$ cat src/rtl/mem_arb_pkg.sv
// Shared types for the two-port memory arbiter: FSM states, requester ids
// and the default wait-phase timeout.
package mem_arb_pkg;

  typedef enum logic [1:0] {
    IDLE    = 2'd0,
    ISSUE   = 2'd1,
    WAIT_HI = 2'd2,
    WAIT_LO = 2'd3
  } state_e;

  typedef enum logic {
    REQ_F = 1'b0,
    REQ_D = 1'b1
  } req_id_e;

  localparam int unsigned TIMEOUT_CYCLES_DEF = 64;

endpackage

$ cat src/rtl/mem_arb_rr2.sv
// Two-way round-robin picker: a lone requester wins outright, a tie goes to
// whichever port was not granted last. The last grant updates on i_take.
module mem_arb_rr2
  import mem_arb_pkg::*;
(
  input  logic    clock,
  input  logic    reset,
  input  logic    i_f_req,
  input  logic    i_d_req,
  input  logic    i_take,
  output logic    o_valid,
  output req_id_e o_grant
);

  // Reset to data so that fetch wins the first tie.
  req_id_e r_last;

  // NOTE: every output of a combinational block gets a value on every path;
  // the trailing else is what keeps o_grant from becoming a latch.
  always_comb begin
    o_valid = i_f_req | i_d_req;
    if (i_f_req && i_d_req) begin
      o_grant = (r_last == REQ_D) ? REQ_F : REQ_D;
    end else if (i_d_req) begin
      o_grant = REQ_D;
    end else begin
      o_grant = REQ_F;
    end
  end

  always_ff @(posedge clock) begin
    if (reset) begin
      r_last <= REQ_D;
    end else if (i_take) begin
      r_last <= o_grant;
    end
  end

endmodule

$ cat src/rtl/mem_arbiter.sv
// Arbitrates a read-only fetch port and a read/write data port onto one
// handshake memory (strobe, then mem_ready high-then-low), with a timeout.
module mem_arbiter
  import mem_arb_pkg::*;
#(
  parameter int unsigned TIMEOUT_CYCLES = TIMEOUT_CYCLES_DEF
) (
  input  logic        clock,
  input  logic        reset,
  input  logic        f_req,
  input  logic [15:0] f_addr,
  output logic [15:0] f_rdata,
  output logic        f_done,
  input  logic        d_req,
  input  logic        d_we,
  input  logic [15:0] d_addr,
  input  logic [15:0] d_wdata,
  output logic [15:0] d_rdata,
  output logic        d_done,
  output logic        err,
  output logic        mem_read,
  output logic        mem_write,
  output logic [15:0] mem_addr,
  output logic [15:0] mem_wdata,
  input  logic [15:0] mem_rdata,
  input  logic        mem_ready
);

  localparam int CNT_W = $clog2(TIMEOUT_CYCLES + 1);

  state_e           r_state;
  req_id_e          r_owner;
  logic             r_we;
  logic [CNT_W-1:0] r_cnt;

  logic    w_valid;
  logic    w_take;
  logic    w_cnt_max;
  req_id_e w_grant;

  assign w_take    = (r_state == IDLE) && w_valid;
  assign w_cnt_max = (r_cnt == CNT_W'(TIMEOUT_CYCLES - 1));

  mem_arb_rr2 u_rr2 (
    .clock   (clock),
    .reset   (reset),
    .i_f_req (f_req),
    .i_d_req (d_req),
    .i_take  (w_take),
    .o_valid (w_valid),
    .o_grant (w_grant)
  );

  // NOTE: all state and registered outputs use non-blocking assignments so
  // every branch below reads the values from before this clock edge.
  always_ff @(posedge clock) begin
    if (reset) begin
      r_state   <= IDLE;
      r_owner   <= REQ_F;
      r_we      <= 1'b0;
      r_cnt     <= '0;
      err       <= 1'b0;
      mem_read  <= 1'b0;
      mem_write <= 1'b0;
      mem_addr  <= '0;
      mem_wdata <= '0;
      f_rdata   <= '0;
      d_rdata   <= '0;
      f_done    <= 1'b0;
      d_done    <= 1'b0;
    end else begin
      f_done <= 1'b0;
      d_done <= 1'b0;
      unique case (r_state)
        IDLE: begin
          if (w_valid) begin
            r_owner <= w_grant;
            if (w_grant == REQ_D) begin
              r_we      <= d_we;
              mem_addr  <= d_addr;
              mem_wdata <= d_wdata;
              mem_read  <= ~d_we;
              mem_write <= d_we;
            end else begin
              r_we      <= 1'b0;
              mem_addr  <= f_addr;
              mem_read  <= 1'b1;
            end
            r_state <= ISSUE;
          end
        end
        ISSUE: begin
          // A ready level seen here is left over from an earlier access.
          mem_read  <= 1'b0;
          mem_write <= 1'b0;
          r_cnt     <= '0;
          r_state   <= WAIT_HI;
        end
        WAIT_HI: begin
          if (mem_ready) begin
            if (!r_we) begin
              if (r_owner == REQ_F) f_rdata <= mem_rdata;
              else                  d_rdata <= mem_rdata;
            end
            f_done  <= (r_owner == REQ_F);
            d_done  <= (r_owner == REQ_D);
            r_cnt   <= '0;
            r_state <= WAIT_LO;
          end else if (w_cnt_max) begin
            err     <= 1'b1;
            f_done  <= (r_owner == REQ_F);
            d_done  <= (r_owner == REQ_D);
            r_state <= IDLE;
          end else begin
            r_cnt <= r_cnt + 1'b1;
          end
        end
        WAIT_LO: begin
          // Done has already pulsed on entry, so a stuck ready only flags err.
          if (!mem_ready) begin
            r_state <= IDLE;
          end else if (w_cnt_max) begin
            err     <= 1'b1;
            r_state <= IDLE;
          end else begin
            r_cnt <= r_cnt + 1'b1;
          end
        end
        default: r_state <= IDLE;
      endcase
    end
  end

endmodule

$ cat config.mk
export PLATFORM = sky130hd
export DESIGN_NAME = mem_arbiter
export DESIGN_NICKNAME = d
export VERILOG_FILES = /design/src/rtl/mem_arb_pkg.sv /design/src/rtl/mem_arb_rr2.sv /design/src/rtl/mem_arbiter.sv
export SDC_FILE = /design/constraint.sdc
export NUM_CORES = 1
export LEC_CHECK = 0
export ABC_AREA = 1
export CAP_MARGIN = 20
export CORE_MARGIN = 2
export CORE_UTILIZATION = 42
export CTS_CLUSTER_DIAMETER = 80
export DETAILED_ROUTE_END_ITERATION = 10
export GPL_ROUTABILITY_DRIVEN = 0
export PLACE_DENSITY = 0.78
export REMOVE_ABC_BUFFERS = 1
export SETUP_SLACK_MARGIN = 0.4
export SYNTH_ARGS = -nofsm -noshare
export SYNTH_HDL_FRONTEND = slang
export SYNTH_SLANG_ARGS = --single-unit
$ cat constraint.sdc
create_clock -name clock -period 1.6 [get_ports clock]
set_input_delay 0.32 -clock clock [delete_from_list [all_inputs] [get_ports clock]]
set_output_delay 0.32 -clock clock [all_outputs]
set_load 0.02 [all_outputs]
==> key figures, run 1 <==
STA
  • Unrepaired setup endpoints after global routing: yes
  • Tcrit/Tclk final: 82.8%
  • Final hold viol count: 0
  • Hold Slack: 0.442 ns
  • FMAX: 755 MHz
  • Worst Tran Pin Value: 0.282 ns
  • Clock Skew: 0.00891 ns
  • Final worst slack: 0.276 ns
  • Final setup viols: 0
  • Fin. max-slew vios: 0
  • Min cycle time layout: 1.32 ns
  • Worst rel slew slack: 81.2%
  • Setup TNS: 0 ns

Synthesis
  • Synth top area share: 50.7%
  • Post-Syn Instances: 423
  • Post-synth top area cell: dfxtp_1
  • Ranking of synthesized cells by area: dfxtp_1 (51%), o21ai_0 (11%), a21oi_1 (9.5%), inv_1 (6.9%), nor2_1 (6.9%)
  • Yosys cell types: 25
  • Syn_area_per_cell: 7.57 µm²
  • YS warnings: 0
  • Cell area after synthesis: 0.00320 mm²
  • Register area share after synthesis: 50.7%
  • #FFs+latches synth: 81

Critical path
  • Crit. End Element: flop
  • Worst R2R Path Depth: 7
  • Largest stage delay, worst path: 0.38 ns
  • CP Max Fanout: 16
  • Most frequent CP cell: nor2_4
  • Worst Path Arrival: 1.56 ns
  • Worst R2R Setup Slack: 0.28 ns
  • CP required: 1.83 ns
  • Critical R2R Launch: r_state[0]
  • Cell family contributing the most delay on the critical path: flip-flops
  • Slowest cell on the critical path: dfxtp_4
  • RR Endpoint: mem_addr[10]
  • Crit path launch: r_state[0]
  • WP buf/inv: 2
  • Crit path capture: mem_addr[10]
  • Startpoint types: flop
  • Cell count along the critical path: 7
  • Worst-path cell chain: nor2_4, inv_2, nor2_4, buf_12, o21ai_1, a21oi_1, nor2_1
  • Setup CP Type: flop to flop

Detailed routing
  • Drt via density: 4.91
  • Vias: 3344
  • DRT Pass-1 Iters: 4
  • Antenna-violating nets left: 0
  • Detailed router's first-iteration violation count: 119
  • WL/cell: 13.6 µm
  • Residual DRC: 0
  • DRT Wirelength: 9270 µm

Clocking
  • Total CTS buffers: 9
  • CTS Hold Buffers Added: 0
  • Worst skew pair latency: 0.35 ns
  • CTS root buf: clkbuf_8
  • Clock slew at reported path FFs: 0.08 ns
  • Clk sinks: 81
  • CTS tree: yes
  • H-tree depth: 3
  • Clk buf depth: 2

Die
  • Die footprint: 0.00833 mm²
  • Row Count: 31
  • Initial Util: 43.7%
  • Die H: 91.3 µm
  • Io pins: 139
  • Die width: 91.3 µm
  • Core box area: 0.00733 mm²

Place
  • DP Area: 0.00476 mm²
  • Post-Place Cells: 649
  • Port bufs: 138
  • Setup WS pre-CTS: -0.0711 ns
  • DP Wirelength: 6010 µm

GRT
  • Largest net degree at the start of global routing: 44
  • Vias in the first global route: 3112
  • First-pass GRT wire length: 14400 µm
  • Antenna violations before repair: 0
  • Total grt overflow: 0
  • GRT Total Usage: 21.5%

Finish
  • N_diodes: 0
  • Layout cell share with drive strength beyond 1: 28.5%
  • Final net count: 648
  • Area Overhead vs Synth: 61.6%
  • Final instance area: 0.00517 mm²
  • Final core occ: 70.6%
  • Non-Filler Instances: 681

Pwr
  • Maximum vdd drop: 655 µV
  • Leak pwr: 2.21 nW
  • Pwr Total: 5.61 mW
  • Pwr per Cell Area: 1080 mW/mm²

Outcome
  • Outcome: complete, no violations

Run
  • Max_cap viols: 0

Hold path
  • Worst hold path type: flop to flop
  • Hold Path Origin: f_rdata[15]
[synthesized netlist by cell type, drive strengths merged]
cell type and instances:
nor3 1, nand2 30, a21oi 61, o211ai 2, clkbuf 9, nand3b 1
inv 63, ha 1, buf 13, or2 1, clkinv 1, dfxtp 81
a21boi 1, nand3 6, nor2 63, o21ai 89
[cells by family (layout without fill, tap and decap cells)]
group                      Yosys count  after routing  share of synthesized area (%)
buffers and inverters               86            245                           11.0
AOI/OAI and AO/OA                  153            153                           24.5
DFF                                 81             81                           50.7
adders and majority gates            1              1                          0.391
and+or+nand+nor                    102            102                           13.4
[final cells by class]
class	instances	area, µm²
clock buffers	10	128
clock inverters	6	92.6
fillers	592	2160
inverters	64	248
multi-input cells	256	1330
flip-flops and latches	81	1650
well taps	99	124
repair buffers	165	1600
[tightest hold or removal path, delay by kind of cell (launching register included)]
family	cells	cell delay, ns
buffers and inverters	1	0.04
AO/OA/AOI/OAI	1	0.05
flip-flops	1	0.31
[where the power goes]
part | total, mW | internal (mW) | leakage (nW) | switching (mW)
sequential | 2.36 | 2.23 | 0.669 | 0.130
clock | 1.64 | 0.885 | 0.103 | 0.753
combinational | 1.61 | 0.788 | 1.44 | 0.824
[registers in the layout (all words and copies together), names as in the netlist, 2 cells and up]
signal	count
d_rdata	16
mem_wdata	16
r_cnt	7
mem_addr	16
r_state	2
f_rdata	16
[worst min-delay path by stage]
stage	to	depth (start not counted)
6_report	f_rdata[15]	2
5_1_grt	f_rdata[15]	2
4_1_cts	f_rdata[15]	2
3_5_place_dp	f_rdata[15]	2
3_3_place_gp	f_rdata[6]	2
2_1_floorplan	mem_write	1
[layout by cell type, fill, tap and decap left out, types with 2 or more instances in the layout]
master           netlist  layout
buf_4                  3      71
nand2_1               29      23
clkinv_4               0       2
buf_12                 0       9
dfxtp_2                0      16
buf_2                  8       9
dlygate4sd2_1          0       3
clkdlybuf4s50_1        0      66
nand3_2                2       3
inv_2                  4       7
a21oi_1               61      56
nor2_4                 2       4
inv_1                 59      55
buf_6                  1       2
clkbuf_16              0       3
dfxtp_4                0       2
nor2_2                 2       3
o21ai_1               20      53
o21ai_0               69      32
o21ai_2                0       4
dfxtp_1               81      63
bufinv_16              0       2
a21oi_2                0       5
nand3_1                4       3
nor2_1                59      56
clkinvlp_4             0       2
clkbuf_8               0       9
o211ai_1               2       2
nand2_2                1       5
[routing by layer]
metal	wire (µm)	GRT usage, %	vias to the layer above
li1	-	-	1671
met1	3770	24.3	1502
met2	4540	37.4	155
met3	830	7.88	16
met4	124	7.32	0
met5	0	0	-
[timing repair]
action | in CTS | in global routing
gates resized for setup | 306 | 127
pin swaps | 6 | 8
buffers inserted | 9 | 2
cloned | 2 | 3
setup endpoints to repair | 147 | 126
(Power assumes the default switching activity.)
==> inputs of run 2 (changes only) <==
Clock period 1.6 ns to 1.4 ns, I/O delays scaled along.
==> run 2 against run 1 <==
Compared with the run above: flip-flop and latch count unchanged; sequential share of layout area fell by 1.7 points; largest power group unchanged; via count grew 2.9%; clock skew down 0.00065 ns; highest routed layer unchanged; routed wire length rose by 7.1%; hold slack gained 0.011 ns.
==> key figures, run 2 (synthesis gave the netlist of run 1 again) <==
Die
  • Row Count: 31 (unchanged)
  • Initial Util: 43.7% (unchanged)
  • Die width: 91.3 µm (unchanged)
  • Io pins: 139 (unchanged)
  • Die footprint: 0.00833 mm² (unchanged)
  • Die H: 91.3 µm (unchanged)
  • Core box area: 0.00733 mm² (unchanged)

Pwr
  • Comb pwr share: 31.3% (+2.5 points)
  • Switch share: 30.6% (+0.12 points)
  • Switch Pwr: 1.95 mW (+14%)
  • Clock share of power: 25.4% (-3.8 points)
  • Sequential share of power: 43.3% (+1.3 points)
  • Maximum vdd drop: 699 µV (+6.8%)
  • Pwr per Cell Area: 1120 mW/mm² (+3.2%)
  • Internal power: 4.43 mW (+14%)
  • Leak pwr: 2.42 nW (+9.6%)

Detailed routing
  • Residual DRC: 0 (unchanged)
  • Detailed router's first-iteration violation count: 132 (+11%)
  • Antenna-violating nets left: 0 (unchanged)
  • Drt via density: 4.88 (-0.60%)
  • Vias: 3441 (+2.9%)
  • DRT Pass-1 Iters: 4 (unchanged)
  • DRT Wirelength: 9920 µm (+7.1%)
  • WL/cell: 14.1 µm (+3.4%)

Clocking
  • CTS root buf: clkbuf_8
  • CTS tree: yes
  • H-tree depth: 3 (unchanged)
  • Clk buf depth: 2 (unchanged)
  • CTS Hold Buffers Added: 0 (unchanged)
  • Total CTS buffers: 9 (unchanged)
  • Worst skew pair latency: 0.35 ns (about the same)
  • Clock slew at reported path FFs: 0.08 ns (about the same)
  • Clk sinks: 81 (unchanged)

Finish
  • N_diodes: 0 (unchanged)
  • Fillcell total: 488 (-18%)
  • Final instance area: 0.00570 mm² (+10%)
  • Area Overhead vs Synth: 78.2%
  • Final net count: 673 (+3.9%)
  • Register Area: 0.00172 mm² (+4.2%)
  • Commonest non-fill, non-tap cells in the layout: dfxtp_2 (75), buf_6 (75), clkdlybuf4s50_1 (66)
  • Layout cell share with drive strength beyond 1: 42.6% (+14 points)
  • Multi-input logic area: 0.00140 mm² (+5.0%)

Critical path
  • Most frequent CP cell: inv_2
  • Crit. End Element: flop
  • Slowest cell on the critical path: dfxtp_2
  • Worst Path Arrival: 1.57 ns (about the same)
  • Cell family contributing the most delay on the critical path: flip-flops
  • Worst-path cell chain: ha_4, nand2_4, inv_2, nand3b_1, inv_2, buf_4, a21oi_2, nor2_1
  • Largest stage delay, worst path: 0.34 ns (-0.04 ns)
  • CP Max Fanout: 4 (-12)
  • CP required: 1.64 ns (-0.19 ns)
  • Startpoint types: flop
  • Setup CP Type: flop to flop
  • WP buf/inv: 3 (+1)

STA
  • Final setup viols: 0 (unchanged)
  • Fin. max-slew vios: 0 (unchanged)
  • Final worst slack: 0.0734 ns (-0.202 ns)
  • Clock Skew: 0.00826 ns (-0.000653 ns)
  • Worst Tran Pin Value: 0.255 ns (-0.0264 ns)
  • Final hold viol count: 0 (unchanged)
  • FMAX: 754 MHz (-0.18%)
  • Min cycle time layout: 1.33 ns (+0.00244 ns)
  • Unrepaired setup endpoints after global routing: yes
  • Tcrit/Tclk final: 94.8% (+12 points)
  • Worst rel slew slack: 83.0% (+1.8 points)

GRT
  • Vias in the first global route: 3168 (+1.8%)
  • Total grt overflow: 0 (unchanged)
  • Antenna violations before repair: 0 (unchanged)
  • GRT Total Usage: 22.2% (+0.71 points)
  • First-pass GRT wire length: 15000 µm (+4.0%)
  • Largest net degree at the start of global routing: 44 (unchanged)

Outcome
  • Outcome: complete, no violations

Place
  • DP Area: 0.00484 mm² (+1.7%)
  • Port bufs: 138 (unchanged)
  • DP Wirelength: 6170 µm (+2.7%)
  • Setup WS pre-CTS: -0.276 ns (-0.205 ns)

Hold path
  • Worst hold path type: flop to flop

Run
  • Max_cap viols: 0 (unchanged)
## run 2: cell types whose count changed in the layout (fill, tap and decap cells not counted), sizes merged
cell / change
buf: +28
clkbuf: -1
clkinvlp: -1
clkinv: -1
bufinv: -1
## run 2: final cells by class
cell class,instances,share of cell area (%)
multi-input cells,256,24.5
clock buffers,12,2.37
repair buffers,190,35.8
flip-flops and latches,81,30.1
well taps,99,2.17
clock inverters,3,0.746
inverters,64,4.30
## run 2: layer usage
layer / part of all wire, % / global-route usage (%) / vias to the layer above
met5: 0 / 0 / -
met4: 1.6 / 6.94 / 0
met3: 8.4 / 8.05 / 15
met2: 49 / 39.2 / 149
met1: 41 / 24.9 / 1556
li1: - / - / 1721
## run 2: worst paths after layout
check              from  cells past startpoint    endpoint  slack [ns]
min          f_rdata[9]                      2  f_rdata[9]        0.45
max reg2reg    r_cnt[0]                      8         err        0.07
max            r_cnt[0]                      8         err        0.07
min reg2reg  f_rdata[9]                      2  f_rdata[9]        0.45
## run 2: timing repair
| item | in CTS | in global routing |
|---|---|---|
| endpoints found under the setup margin | 150 | 150 |
| gates resized for setup | 539 | 34 |
| cloned | 3 | 0 |
| setup buffers | 11 | 18 |
| pin swaps | 13 | 16 |
## run 2: power groups by stage
| stage | clock (mW) | sequential [mW] | combinational (mW) |
|---|---|---|---|
| 2_1_floorplan | 0 | 2.94 | 0.520 |
| 3_3_place_gp | 0 | 2.70 | 1.60 |
| 3_5_place_dp | 0 | 2.71 | 1.63 |
| 4_1_cts | 1.65 | 2.75 | 1.83 |
| 5_1_grt | 1.77 | 2.78 | 2.15 |
| 6_report | 1.62 | 2.76 | 2.00 |
## run 2: stage by stage
stage,hold slack [ns],TNS [ns],power (mW),cells,util (%)
after global routing,0.469,0,6.70,705,77.8
after CTS,0.450,0,6.23,687,74.8
after detailed placement,0.433,-14.51,4.34,658,66.1
final,0.453,0,6.38,705,77.8
after global placement,0.429,-11.59,4.30,658,66.1
after floorplan,0.349,-3.38,3.46,401,-
## run 2: worst register-to-register path, stage by stage (launching register included)
cell and delay, ns:
dfxtp_2 0.34, ha_4 0.16, nand2_4 0.06, inv_2 0.04, nand3b_1 0.19, inv_2 0.08, buf_4 0.14, a21oi_2 0.13
nor2_1 0.06
